### src/rtl/hs_arb_pkg.sv
// Shared types and helpers for the handshake request arbiter.
package hs_arb_pkg;

    // Arbiter sequencing: wait for work, strobe one grant, wait for completion.
    typedef enum logic [1:0] {
        IDLE     = 2'd0,
        GRANT    = 2'd1,
        WAIT_ACK = 2'd2
    } arb_state_t;

    // Bits needed to index n items; never returns less than one bit so that
    // degenerate parameter values still yield a legal vector.
    function automatic int id_width(input int n);
        return (n <= 2) ? 1 : $clog2(n);
    endfunction

endpackage

### src/rtl/hs_req_arbiter_rise_det.sv
// Single-bit rising-edge detector: a held level produces one rise pulse.
module rise_det (
    input  logic clk,
    input  logic rst_n,
    input  logic req_lvl,
    output logic rise
);

    logic r1_reg;
    logic r2_reg;

    // Two-stage history of the request level.
    always_ff @(posedge clk or negedge rst_n) begin
        if (!rst_n) begin
            r1_reg <= 1'b0;
            r2_reg <= 1'b0;
        end else begin
            r1_reg <= req_lvl;
            r2_reg <= r1_reg;
        end
    end

    assign rise = r1_reg & ~r2_reg;

endmodule

### src/rtl/hs_req_arbiter.sv
// Round-robin arbiter granting one shared single-request resource to N
// requesters, one grant at a time, with optional acknowledge timeout.
module hs_req_arbiter
    import hs_arb_pkg::*;
#(
    parameter int N       = 4,
    parameter int ACK_TMO = 64
) (
    input  logic                 clk,
    input  logic                 rst_n,
    input  logic [N-1:0]         req_lvl,
    input  logic                 ack,
    output logic                 gnt_pulse,
    output logic [$clog2(N)-1:0] gnt_id,
    output logic                 busy,
    output logic [N-1:0]         pend,
    output logic [N-1:0]         done,
    output logic                 tmo_err
);

    localparam int IW = id_width(N);
    localparam int CW = id_width(ACK_TMO + 1);
    localparam logic [IW-1:0] LAST_RST = IW'(N - 1);
    // Count value seen in the final WAIT_ACK cycle before giving up.
    localparam logic [CW-1:0] TMO_LAST = (ACK_TMO > 0) ? CW'(ACK_TMO - 1) : '0;

    logic [N-1:0]  rise;
    arb_state_t    state_reg, state_next;
    logic [N-1:0]  pend_reg, pend_next;
    logic [IW-1:0] last_id_reg, last_id_next;
    logic [IW-1:0] cur_id_reg, cur_id_next;
    logic [CW-1:0] cnt_reg, cnt_next;
    logic          gnt_pulse_reg, gnt_pulse_next;
    logic [N-1:0]  done_reg, done_next;
    logic          tmo_err_reg, tmo_err_next;
    logic [N-1:0]  clr_mask;
    logic [IW-1:0] sel_id;
    logic [IW-1:0] scan_id;
    logic          sel_found;

    generate
        for (genvar gi = 0; gi < N; gi++) begin : g_rise
            rise_det u_rise (
                .clk     (clk),
                .rst_n   (rst_n),
                .req_lvl (req_lvl[gi]),
                .rise    (rise[gi])
            );
        end
    endgenerate

    // Round-robin pick: first pending index after the last served one.
    always_comb begin
        sel_found = 1'b0;
        sel_id    = '0;
        scan_id   = last_id_reg;
        for (int k = 0; k < N; k++) begin
            scan_id = (scan_id == LAST_RST) ? '0 : scan_id + IW'(1);
            if (!sel_found && pend_reg[scan_id]) begin
                sel_found = 1'b1;
                sel_id    = scan_id;
            end
        end
    end

    // Next-state, pending bookkeeping and strobe generation.
    always_comb begin
        state_next     = state_reg;
        last_id_next   = last_id_reg;
        cur_id_next    = cur_id_reg;
        cnt_next       = cnt_reg;
        gnt_pulse_next = 1'b0;
        done_next      = '0;
        tmo_err_next   = 1'b0;
        clr_mask       = '0;
        case (state_reg)
            IDLE: begin
                if (sel_found) begin
                    state_next     = GRANT;
                    cur_id_next    = sel_id;
                    gnt_pulse_next = 1'b1;
                end
            end
            GRANT: begin
                // ack is deliberately ignored here; the resource has not
                // seen the grant yet.
                clr_mask[cur_id_reg] = 1'b1;
                cnt_next             = '0;
                state_next           = WAIT_ACK;
            end
            WAIT_ACK: begin
                if (ack) begin
                    done_next[cur_id_reg] = 1'b1;
                    last_id_next          = cur_id_reg;
                    state_next            = IDLE;
                end else if ((ACK_TMO != 0) && (cnt_reg == TMO_LAST)) begin
                    // Lost acknowledge: drop the request and free the channel.
                    tmo_err_next = 1'b1;
                    last_id_next = cur_id_reg;
                    state_next   = IDLE;
                end else begin
                    cnt_next = cnt_reg + CW'(1);
                end
            end
            default: state_next = IDLE;
        endcase
        // A new rise overrides a same-cycle clear so the request is re-queued.
        pend_next = (pend_reg & ~clr_mask) | rise;
    end

    // State and output registers.
    always_ff @(posedge clk or negedge rst_n) begin
        if (!rst_n) begin
            state_reg     <= IDLE;
            pend_reg      <= '0;
            last_id_reg   <= LAST_RST;
            cur_id_reg    <= '0;
            cnt_reg       <= '0;
            gnt_pulse_reg <= 1'b0;
            done_reg      <= '0;
            tmo_err_reg   <= 1'b0;
        end else begin
            state_reg     <= state_next;
            pend_reg      <= pend_next;
            last_id_reg   <= last_id_next;
            cur_id_reg    <= cur_id_next;
            cnt_reg       <= cnt_next;
            gnt_pulse_reg <= gnt_pulse_next;
            done_reg      <= done_next;
            tmo_err_reg   <= tmo_err_next;
        end
    end

    assign busy      = (state_reg != IDLE);
    assign gnt_id    = busy ? cur_id_reg : '0;
    assign gnt_pulse = gnt_pulse_reg;
    assign pend      = pend_reg;
    assign done      = done_reg;
    assign tmo_err   = tmo_err_reg;

endmodule

### config.mk
export PLATFORM = sky130hd
export DESIGN_NAME = hs_req_arbiter
export DESIGN_NICKNAME = d
export VERILOG_FILES = /design/src/rtl/hs_arb_pkg.sv /design/src/rtl/hs_req_arbiter_rise_det.sv /design/src/rtl/hs_req_arbiter.sv
export SDC_FILE = /design/constraint.sdc
export NUM_CORES = 1
export LEC_CHECK = 0
export CAP_MARGIN = 20
export CORE_MARGIN = 4
export CORE_UTILIZATION = 52
export CTS_CLUSTER_DIAMETER = 120
export DETAILED_ROUTE_END_ITERATION = 10
export HOLD_SLACK_MARGIN = 0.05
export PLACE_DENSITY = 0.73
export SYNTH_ARGS = -nofsm -noshare
export SYNTH_HDL_FRONTEND = slang
export SYNTH_SLANG_ARGS = --single-unit
### constraint.sdc
create_clock -name clk -period 1.9 [get_ports clk]
set_input_delay 0.19 -clock clk [delete_from_list [all_inputs] [get_ports clk]]
set_output_delay 0.19 -clock clk [all_outputs]
set_load 0.1 [all_outputs]
==> flow_summary.yaml <==
outcome:
  status: "complete, no violations"
cells_and_area:
  largest_reg_flops: 7
  n_antenna_cell: 0
  nFillCells: 188
  synthToLayoutAreaGrowth_pct: 26.0
  final_layout_size_suffix_gt1_share_pct: 20.0
  nets: 163
die:
  ios: 20
  start_util_pct: 54.6
  die_h_um: 59.2
  core.rowCount: 18
  die_width_um: 59.2
  dieArea_um2: 3510
  core_area_um2: 2500
timing:
  relSlewSlack_pct: 74.8
  fin_worst_skew_ns: 0.0123
  worstMarginPinSlew_ns: 0.377
  post-route-min-period_ns: 1.75
  fin_crit_sh_pct: 92.1
  setup_viol: 0
  slew_violations: 0
  final-hold-violation-count: 0
  tns_ns: 0
  whs_ns: 0.230
  rsz0062_at_grt: "false"
  clock.fmax_mhz: 571
clocking:
  cts.path.max_buffers: 2
  cts-root-buf: "clkbuf_4"
  htreeDepth: 2
  numCtsBuffers: 5
  clk_pin_slew_ns: 0.10
  clk_latency_ns: 0.34
  cts_sinks: 31
  postCtsSetupRepairBufs: 0
  cts_tree: "built"
global_routing:
  grt_overflow: 0
  grt_pass1_vias: 1031
  grt_antenna_before_repair: 0
  globalRouteTotalUtil_pct: 17.8
  grt_pass1_wl_um: 4570
  grt_max_degree: 32
critical_path:
  cp.required_ns: 2.17
  cp_slowest_cell: "dfrtp_1"
  cp-end-kind: "register"
  critPathMaxFanout: 9
  cp_cell_sequence: "ha_1 > nand3_1 > nor3_4 > o21ai_1 > mux2_2"
  start_kind: "register"
  critPathArrivalTime_ns: 2.02
  cpPeakStageDelay_ns: 0.46
  crit_type: "reg -> reg"
synth:
  synth_common_cells: "dfrtp_1 (29), nand2_1 (12), nor2_1 (11)"
  synth.area.top_cells: "dfrtp_1 (53%), dfstp_2 (3.8%), o21ai_0 (3.7%), nand2_1 (3.3%), nor2_1 (3.0%)"
  synth_edf_count: 0
  yosys.cell_types.count: 35
  synth_fp_nets: 135
  ys_seq_area_share_pct: 57.0
  synth.most_common_cell: "dfrtp_1"
  ys_async_sr_fraction_pct: 100
  netlist_instances: 126
  ys_seq_elements: 31
  synth_top_area_share_pct: 53.2
  syn-cell-area_um2: 1370
  avgSynthCellArea_um2: 10.8
  ys.flop_type: "dfrtp_1"
  synth.largest_area_cell: "dfrtp_1"
  yosysWarningCount: 0
placement:
  dp_hpwl_um: 1890
  io_buffers: 19
  gp_congestion: 0.887
power:
  ir_drop_v: 0.00143
  powerDensity_nw_per_um2: 1890
  power_leakage_nw: 0.782
  power_mw: 3.25
routing:
  drc: 0
  via_per_inst: 5.63
  via_count: 1041
  first_pass_iters: 4
  drt_iter0_markers: 36
  wl_per_cell_um: 14.4
  ant_nets: 0
  wl_um: 2670
min_path:
  hold_path.class: "in -> async"
run:
  max_cap_viol_count: 0
## final timing paths
kind	start	to	slack, ns	cells after the start
setup / recovery	cnt_reg[0]	last_id_reg[0]	0.15	5
hold / removal	rst_n	cnt_reg[3]	0.23	2
setup reg to reg	cnt_reg[0]	last_id_reg[0]	0.15	5
hold reg to reg	g_rise[3].u_rise.r1_reg	g_rise[3].u_rise.r2_reg	0.39	0
max in group asynchronous	rst_n	last_id_reg[0]	1.35	2
min in group clk	req_lvl[2]	g_rise[2].u_rise.r1_reg	0.28	1
## cells in the final DEF, fill, tap and decap left out, types with 2 or more instances in the layout
cell             instances
a21oi_1                  5
dfrtp_1                 29
bufinv_16                2
nor2b_1                  4
nor3_1                   2
nor2_1                  11
clkdlybuf4s50_1          6
buf_4                   12
clkbuf_4                 5
nand3_1                  4
mux2i_1                  2
or3_1                    3
a21boi_0                 2
o21ai_0                 10
nand2b_1                 3
o311a_1                  2
buf_12                   3
nand2_1                 12
mux2_2                   3
o31ai_1                  3
a211o_1                  2
inv_1                    9
dfstp_2                  2
## critical path, delay by kind of cell (launching register included)
kind	cells	cell delay, ns
AOI/OAI and AO/OA	1	0.16
DFF	1	0.46
and+or+nand+nor	2	0.53
muxes	1	0.29
adders and majority gates	1	0.24
## where the power goes
group          total [mW]  internal [mW]  switching [mW]
sequential           1.04          0.819           0.224
combinational        1.56          0.500            1.06
clock               0.648          0.409           0.239
total                3.25           1.73            1.52
## layer usage
| layer | wire, µm | part of all wire, % | track usage, % | vias to the layer above |
|---|---|---|---|---|
| li1 | - | - | - | 507 |
| met5 | 0 | 0 | 0 | - |
| met4 | 31 | 1.2 | 8.41 | 0 |
| met3 | 148 | 5.5 | 5.23 | 5 |
| met1 | 1130 | 42 | 20.7 | 506 |
| met2 | 1360 | 51 | 29.8 | 23 |
## repair_timing
action                                  in CTS  in global routing
gates resized for setup                      0                  1
hold buffers                                 0                  0
endpoints found under the setup margin       0                  1
## per-stage QoR
step                      cells  util [%]  instance area, µm²  setup WS [ns]
after floorplan             126         -                1370         -0.212
after global placement      177      64.5                1610          0.195
after detailed placement    177      64.5                1610          0.152
after CTS                   185      68.7                1720          0.104
after global routing        185      68.8                1720         0.0169
final                       185      68.8                1720          0.150
## cells by family after synthesis
group                      count (synthesis)  share of synthesized area [%]
adders and majority gates                  2                           1.83
DFF                                       31                           57.0
xor gates and xnor gates                   1                          0.642
AOI/OAI and AO/OA                         29                           14.0
buffers and inverters                      9                           2.47
and+or+nand+nor                           49                           20.1
muxes                                      5                           3.94
## cell type report
type	count	area (µm²)	area share, %
Sequential cell	31	778	45.2
Multi-Input combinational cell	86	556	32.3
Timing Repair Buffer	21	210	12.2
Clock inverter	3	67.6	3.93
Clock buffer	5	37.5	2.18
Tap cell	30	37.5	2.18
Inverter	9	33.8	1.96
Note: power is estimated with default switching activity, not from simulation.
